--- src/rtl/picosoc_bus_arbiter.sv ---
// Two-master (CPU=m0, DMA=m1) to one-slave arbiter with a per-transfer wait timeout.
// Define ARB_ROUND_ROBIN_EN to alternate masters on simultaneous requests; default is fixed m0 priority.
module picosoc_bus_arbiter #(
  parameter int unsigned TIMEOUT_CYCLES = 255
) (
  input  logic        clk,
  input  logic        resetn,
  input  logic        m0_valid,
  input  logic        m0_instr,
  input  logic [31:0] m0_addr,
  input  logic [31:0] m0_wdata,
  input  logic [3:0]  m0_wstrb,
  output logic        m0_ready,
  output logic [31:0] m0_rdata,
  input  logic        m1_valid,
  input  logic        m1_instr,
  input  logic [31:0] m1_addr,
  input  logic [31:0] m1_wdata,
  input  logic [3:0]  m1_wstrb,
  output logic        m1_ready,
  output logic [31:0] m1_rdata,
  output logic        s_valid,
  output logic        s_instr,
  output logic [31:0] s_addr,
  output logic [31:0] s_wdata,
  output logic [3:0]  s_wstrb,
  input  logic        s_ready,
  input  logic [31:0] s_rdata,
  output logic [1:0]  grant,
  output logic        timeout_err
);

  localparam logic [15:0] TIMEOUT_VAL = TIMEOUT_CYCLES[15:0];

  typedef enum logic [1:0] {
    IDLE = 2'd0,
    G0   = 2'd1,
    G1   = 2'd2
  } state_t;

  state_t      r_state;
  logic        r_last_grant;
  logic [15:0] r_wait_cnt;

  logic        w_active;
  logic        w_sel_m1;
  logic        w_m_valid;
  logic        w_m_instr;
  logic [31:0] w_m_addr;
  logic [31:0] w_m_wdata;
  logic [3:0]  w_m_wstrb;
  logic        w_done;
  logic        w_timeout;
  logic        w_pick_m1;

  assign w_active  = (r_state != IDLE);
  assign w_sel_m1  = (r_state == G1);
  assign w_m_valid = w_sel_m1 ? m1_valid : m0_valid;
  assign w_m_instr = w_sel_m1 ? m1_instr : m0_instr;
  assign w_m_addr  = w_sel_m1 ? m1_addr  : m0_addr;
  assign w_m_wdata = w_sel_m1 ? m1_wdata : m0_wdata;
  assign w_m_wstrb = w_sel_m1 ? m1_wstrb : m0_wstrb;

  assign w_done    = w_active && w_m_valid && s_ready;
  // A slave response in the expiry cycle wins over the timeout.
  assign w_timeout = w_active && (TIMEOUT_VAL != 16'd0) && w_m_valid && !s_ready
                     && (r_wait_cnt == TIMEOUT_VAL);

`ifdef ARB_ROUND_ROBIN_EN
  assign w_pick_m1 = m1_valid && (!m0_valid || !r_last_grant);
`else
  assign w_pick_m1 = m1_valid && !m0_valid;
`endif

  always_comb begin
    s_valid     = w_active && w_m_valid && !w_timeout;
    s_instr     = w_active && w_m_instr;
    s_addr      = w_active ? w_m_addr  : 32'h0;
    s_wdata     = w_active ? w_m_wdata : 32'h0;
    s_wstrb     = w_active ? w_m_wstrb : 4'h0;
    m0_ready    = (r_state == G0) && (s_ready || w_timeout);
    m1_ready    = (r_state == G1) && (s_ready || w_timeout);
    m0_rdata    = 32'h0;
    m1_rdata    = 32'h0;
    if (r_state == G0) m0_rdata = w_timeout ? 32'hFFFF_FFFF : s_rdata;
    if (r_state == G1) m1_rdata = w_timeout ? 32'hFFFF_FFFF : s_rdata;
    grant       = {r_state == G1, r_state == G0};
    timeout_err = w_timeout;
  end

  always_ff @(posedge clk or negedge resetn) begin
    if (!resetn) begin
      r_state      <= IDLE;
      r_last_grant <= 1'b1;
      r_wait_cnt   <= 16'd0;
    end else begin
      case (r_state)
        IDLE: begin
          if (m0_valid || m1_valid) begin
            r_state    <= w_pick_m1 ? G1 : G0;
            r_wait_cnt <= 16'd0;
          end
        end
        G0, G1: begin
          if (w_done || w_timeout) begin
            r_state      <= IDLE;
            r_last_grant <= w_sel_m1;
          end else if (!w_m_valid) begin
            // Master withdrew its request mid-transfer: abandon quietly.
            r_state <= IDLE;
          end else if (r_wait_cnt != 16'hFFFF) begin
            r_wait_cnt <= r_wait_cnt + 16'd1;
          end
        end
        default: r_state <= IDLE;
      endcase
    end
  end

endmodule

--- config.mk ---
export PLATFORM = sky130hd
export DESIGN_NAME = picosoc_bus_arbiter
export DESIGN_NICKNAME = d
export VERILOG_FILES = /design/src/rtl/picosoc_bus_arbiter.sv
export SDC_FILE = /design/constraint.sdc
export NUM_CORES = 1
export LEC_CHECK = 0
export CAP_MARGIN = 30
export CORE_AREA = 2 2 120 122
export CTS_CLUSTER_DIAMETER = 60
export DETAILED_ROUTE_END_ITERATION = 7
export DIE_AREA = 0 0 122 124
export HOLD_SLACK_MARGIN = 0.15
export PLACE_DENSITY = 0.66
export SETUP_SLACK_MARGIN = 0.5
export SLEW_MARGIN = 15
export SYNTH_ARGS = -nofsm -noshare
export SYNTH_HDL_FRONTEND = slang
export SYNTH_SLANG_ARGS = --single-unit
export TNS_END_PERCENT = 100
--- constraint.sdc ---
create_clock -name clk -period 3.83 [get_ports clk]
set_input_delay 0.5745 -clock clk [delete_from_list [all_inputs] [get_ports clk]]
set_output_delay 0.5745 -clock clk [all_outputs]
set_load 0.01 [all_outputs]
==> impl_metrics.toml <==
[cells_and_area]
area_delta_synth_final_pct = 121
final_util_pct = 45.0
layout-drive-gt1-share_pct = 3.50
antenna_cells = 0
final_cells = 838
layout.nets = 839

[worst_setup_path]
r2r_slack_ns = 1.31
required_ns = 3.26
r2r_start = "r_state[0]"
cp_slowest_cell = "clkdlybuf4s50_1"
cp-endpoint = "m0_rdata[9]"
max_stage_delay_ns = 0.56
r2r-end = "r_wait_cnt[8]"
path_common_cell = "clkdlybuf4s50_1"
cp_data_arrival_time_ns = 2.70
cp-end-kind = "primary output"
crit_start = "m1_valid"
worstSetupPathType = "in -> out"
cp-start-kind = "input pin"
critPathMaxFanout = 34
crit_chain = "clkdlybuf4s50_1, mux2_4, and4_4, and2_4, clkbuf_16, o21a_1, clkdlybuf4s50_1"
reg2reg_depth = 8

[synth]
synth-edff-count = 0
synthCells = 373
ys_types = 47
syn_area_sq_um = 2790
synthArstFlopShare_pct = 100
synth.net_count = 552
synth_seq_cells = 18
synth.top_cell.area_share_pct = 24.7
synth_ff_type = "dfrtp_1"
synth_warnings = 0
synthTopCellsByArea = "mux2i_1 (25%), o21a_1 (18%), dfrtp_1 (16%), nor2_1 (11%), buf_2 (2.5%)"
syn_avg_cell_area_sq_um = 7.48
yosysTopAreaCell = "mux2i_1"
ys_seq_area_share_pct = 16.1

[placed_design]
dp.cells = 833
gp_congestion = 0.828
hpwl_um = 12500
io_buffer_count = 313

[route]
finalWirelength_um = 15300
ant_nets = 0
dr.pass1.iters = 6
via_per_inst = 4.69
drc_errors = 0
dr.first_iter.drc_count = 219
vias = 3934
wl_per_cell_um = 18.2

[power_and_ir_drop]
comb_power_share_pct = 87.1
ir_drop_uv = 364
swShare_pct = 44.7
p_leak_nw = 2.26
clockPowerShare_pct = 6.0
power_density_nw_per_um2 = 548
power_frac_seq_pct = 6.9
p_sw_w = 0.00151
power_w = 0.00338
intPower_w = 0.00187

[sta]
finalSetupViolCount = 0
layout_min_cycle_time_ns = 3.27
tns_ns = 0
slew_violations = 0
hold_violations = 0
clock_skew_ns = 0.00232
fmax_mhz = 305
worst_pin_slew_ns = 0.815
rsz0062_at_grt = "false"
relSlewSlack_pct = 45.5
fin_crit_sh_pct = 85.5

[outcome]
status = "complete, no violations"

[cts]
cts_tree = "yes"
cts_made_buffers = 3
cts_root_buf = "clkbuf_16"
cts-hold-fix-buffers = 0
clk-insertion-delay-late_ns = 0.24
htreeDepth = 1
max-clock-path-buffers = 2
postCtsSetupBuffers = 0
clock-sinks = 18
clkTransAtPathRegs_ns = 0.05

[grt]
grt_pass1_wl_um = 20700
grt_max_degree = 106
grt-ovfl-total = 0
grt_usage_pct = 17.7
antenna_found_initial = 0
grt_pass1_vias = 3672

[die]
die_w_um = 122
coreArea_sq_um = 13700
fp.dieH_um = 124
rows = 43
dieArea_sq_um = 15100
initial_core_util_pct = 20.3
ioPinCount = 314

[flow_run]
max-cap-violations = 0

[hold_path]
hold_path_class = "reg -> reg"
==> cells in the final DEF (no fill, tap or decap), types with 2 or more instances in the layout <==
cell type	netlist	routed
nand3_1	7	7
o21a_1	66	66
nor2b_1	2	2
and4_1	2	2
a41oi_1	3	3
buf_4	1	3
o21ai_0	8	8
nand2_1	15	15
inv_1	5	5
dlymetal6s2s_1	0	2
nand4_1	4	4
clkdlybuf4s50_1	0	311
mux2i_1	69	69
and3_1	2	2
nor3_1	6	6
nor2_1	80	79
clkbuf_16	0	5
a31oi_1	2	2
a21boi_0	2	2
nor4_1	3	3
buf_12	0	2
dfrtp_1	18	18
o211ai_1	5	5
or2_2	2	2
a21oi_1	8	8
ha_1	4	2
==> stage by stage <==
step                      area [sq um]  hold slack (ns)  worst slack [ns]
after global routing              6170            0.551             0.508
final                             6170            0.529             0.555
after floorplan                   2790            0.279              1.29
after CTS                         6110            0.529             0.480
after detailed placement          6030            0.521             0.476
after global placement            6030            0.499             0.492
==> routing by layer <==
metal / GRT usage [%] / routed length, um / up-vias
li1: - / - / 1912
met1: 21.2 / 5900 / 1824
met2: 31.4 / 7820 / 188
met3: 5.86 / 1400 / 10
met4: 2.59 / 134 / 0
met5: 0 / 0 / -
==> logic make-up (layout without fill, tap and decap cells) <==
group | after synthesis | in the layout | share of synthesized area (%)
AND/OR/NAND/NOR | 134 | 134 | 22.1
AO/OA/AOI/OAI | 104 | 104 | 27.0
multiplexers | 70 | 70 | 25.3
buffers and inverters | 43 | 328 | 7.62
flip-flops | 18 | 18 | 16.1
adder cells (fa/ha/maj) | 4 | 4 | 1.79
==> area by class of cell <==
cell class	count	area (sq um)
Clock buffer	3	75.1
Timing Repair Buffer	320	3250
Fill cell	1333	7550
Multi-Input combinational cell	312	2150
Sequential cell	18	450
Inverter	5	18.8
Tap cell	180	225
==> power by group through the flow <==
stage               logic, W  clock network [W]  registers, W
CTS                  0.00299           0.000207      0.000234
global route         0.00316           0.000216      0.000237
finish               0.00294           0.000202      0.000235
floorplan            0.00145                  0      0.000230
detailed placement   0.00298                  0      0.000237
global placement     0.00296                  0      0.000234
==> synth_stat cells, types with 2 or more instances <==
cell,count
nor2_1,80
mux2i_1,69
o21a_1,66
dfrtp_1,18
clkbuf_1,16
nand2_1,15
buf_2,14
a21oi_1,8
o21ai_0,8
nand3_1,7
nor3_1,6
inv_1,5
o211ai_1,5
buf_6,4
ha_1,4
nand4_1,4
a41oi_1,3
buf_1,3
nor4_1,3
a21boi_0,2
a31oi_1,2
and2_1,2
and3_1,2
and4_1,2
nor2b_1,2
or2_2,2
==> critical path: cells and delay by family <==
family,cells,cell delay [ns]
buf+inv,3,1.33
compound gates,1,0.13
mux,1,0.20
simple gates,2,0.46
==> how the worst min path moves through the flow <==
stage                        from             to  slack (ns)  cells past startpoint
detailed placement  r_wait_cnt[7]  r_wait_cnt[7]        0.52                      1
finish              r_wait_cnt[7]  r_wait_cnt[7]        0.53                      1
global placement    r_wait_cnt[7]  r_wait_cnt[7]        0.50                      1
floorplan                  resetn     r_state[0]        0.28                      0
CTS                 r_wait_cnt[7]  r_wait_cnt[7]        0.53                      1
global route        r_wait_cnt[7]  r_wait_cnt[7]        0.55                      1
==> state kept, by name, summed over array words and instances (netlist names) <==
name,flops
r_state,2
r_wait_cnt,16
==> what timing repair did <==
action                                  4_1_cts  5_1_grt
endpoints found under the setup margin        3       66
gates cloned                                  0        2
gates resized for setup                       0        4
(Power assumes the default switching activity.)
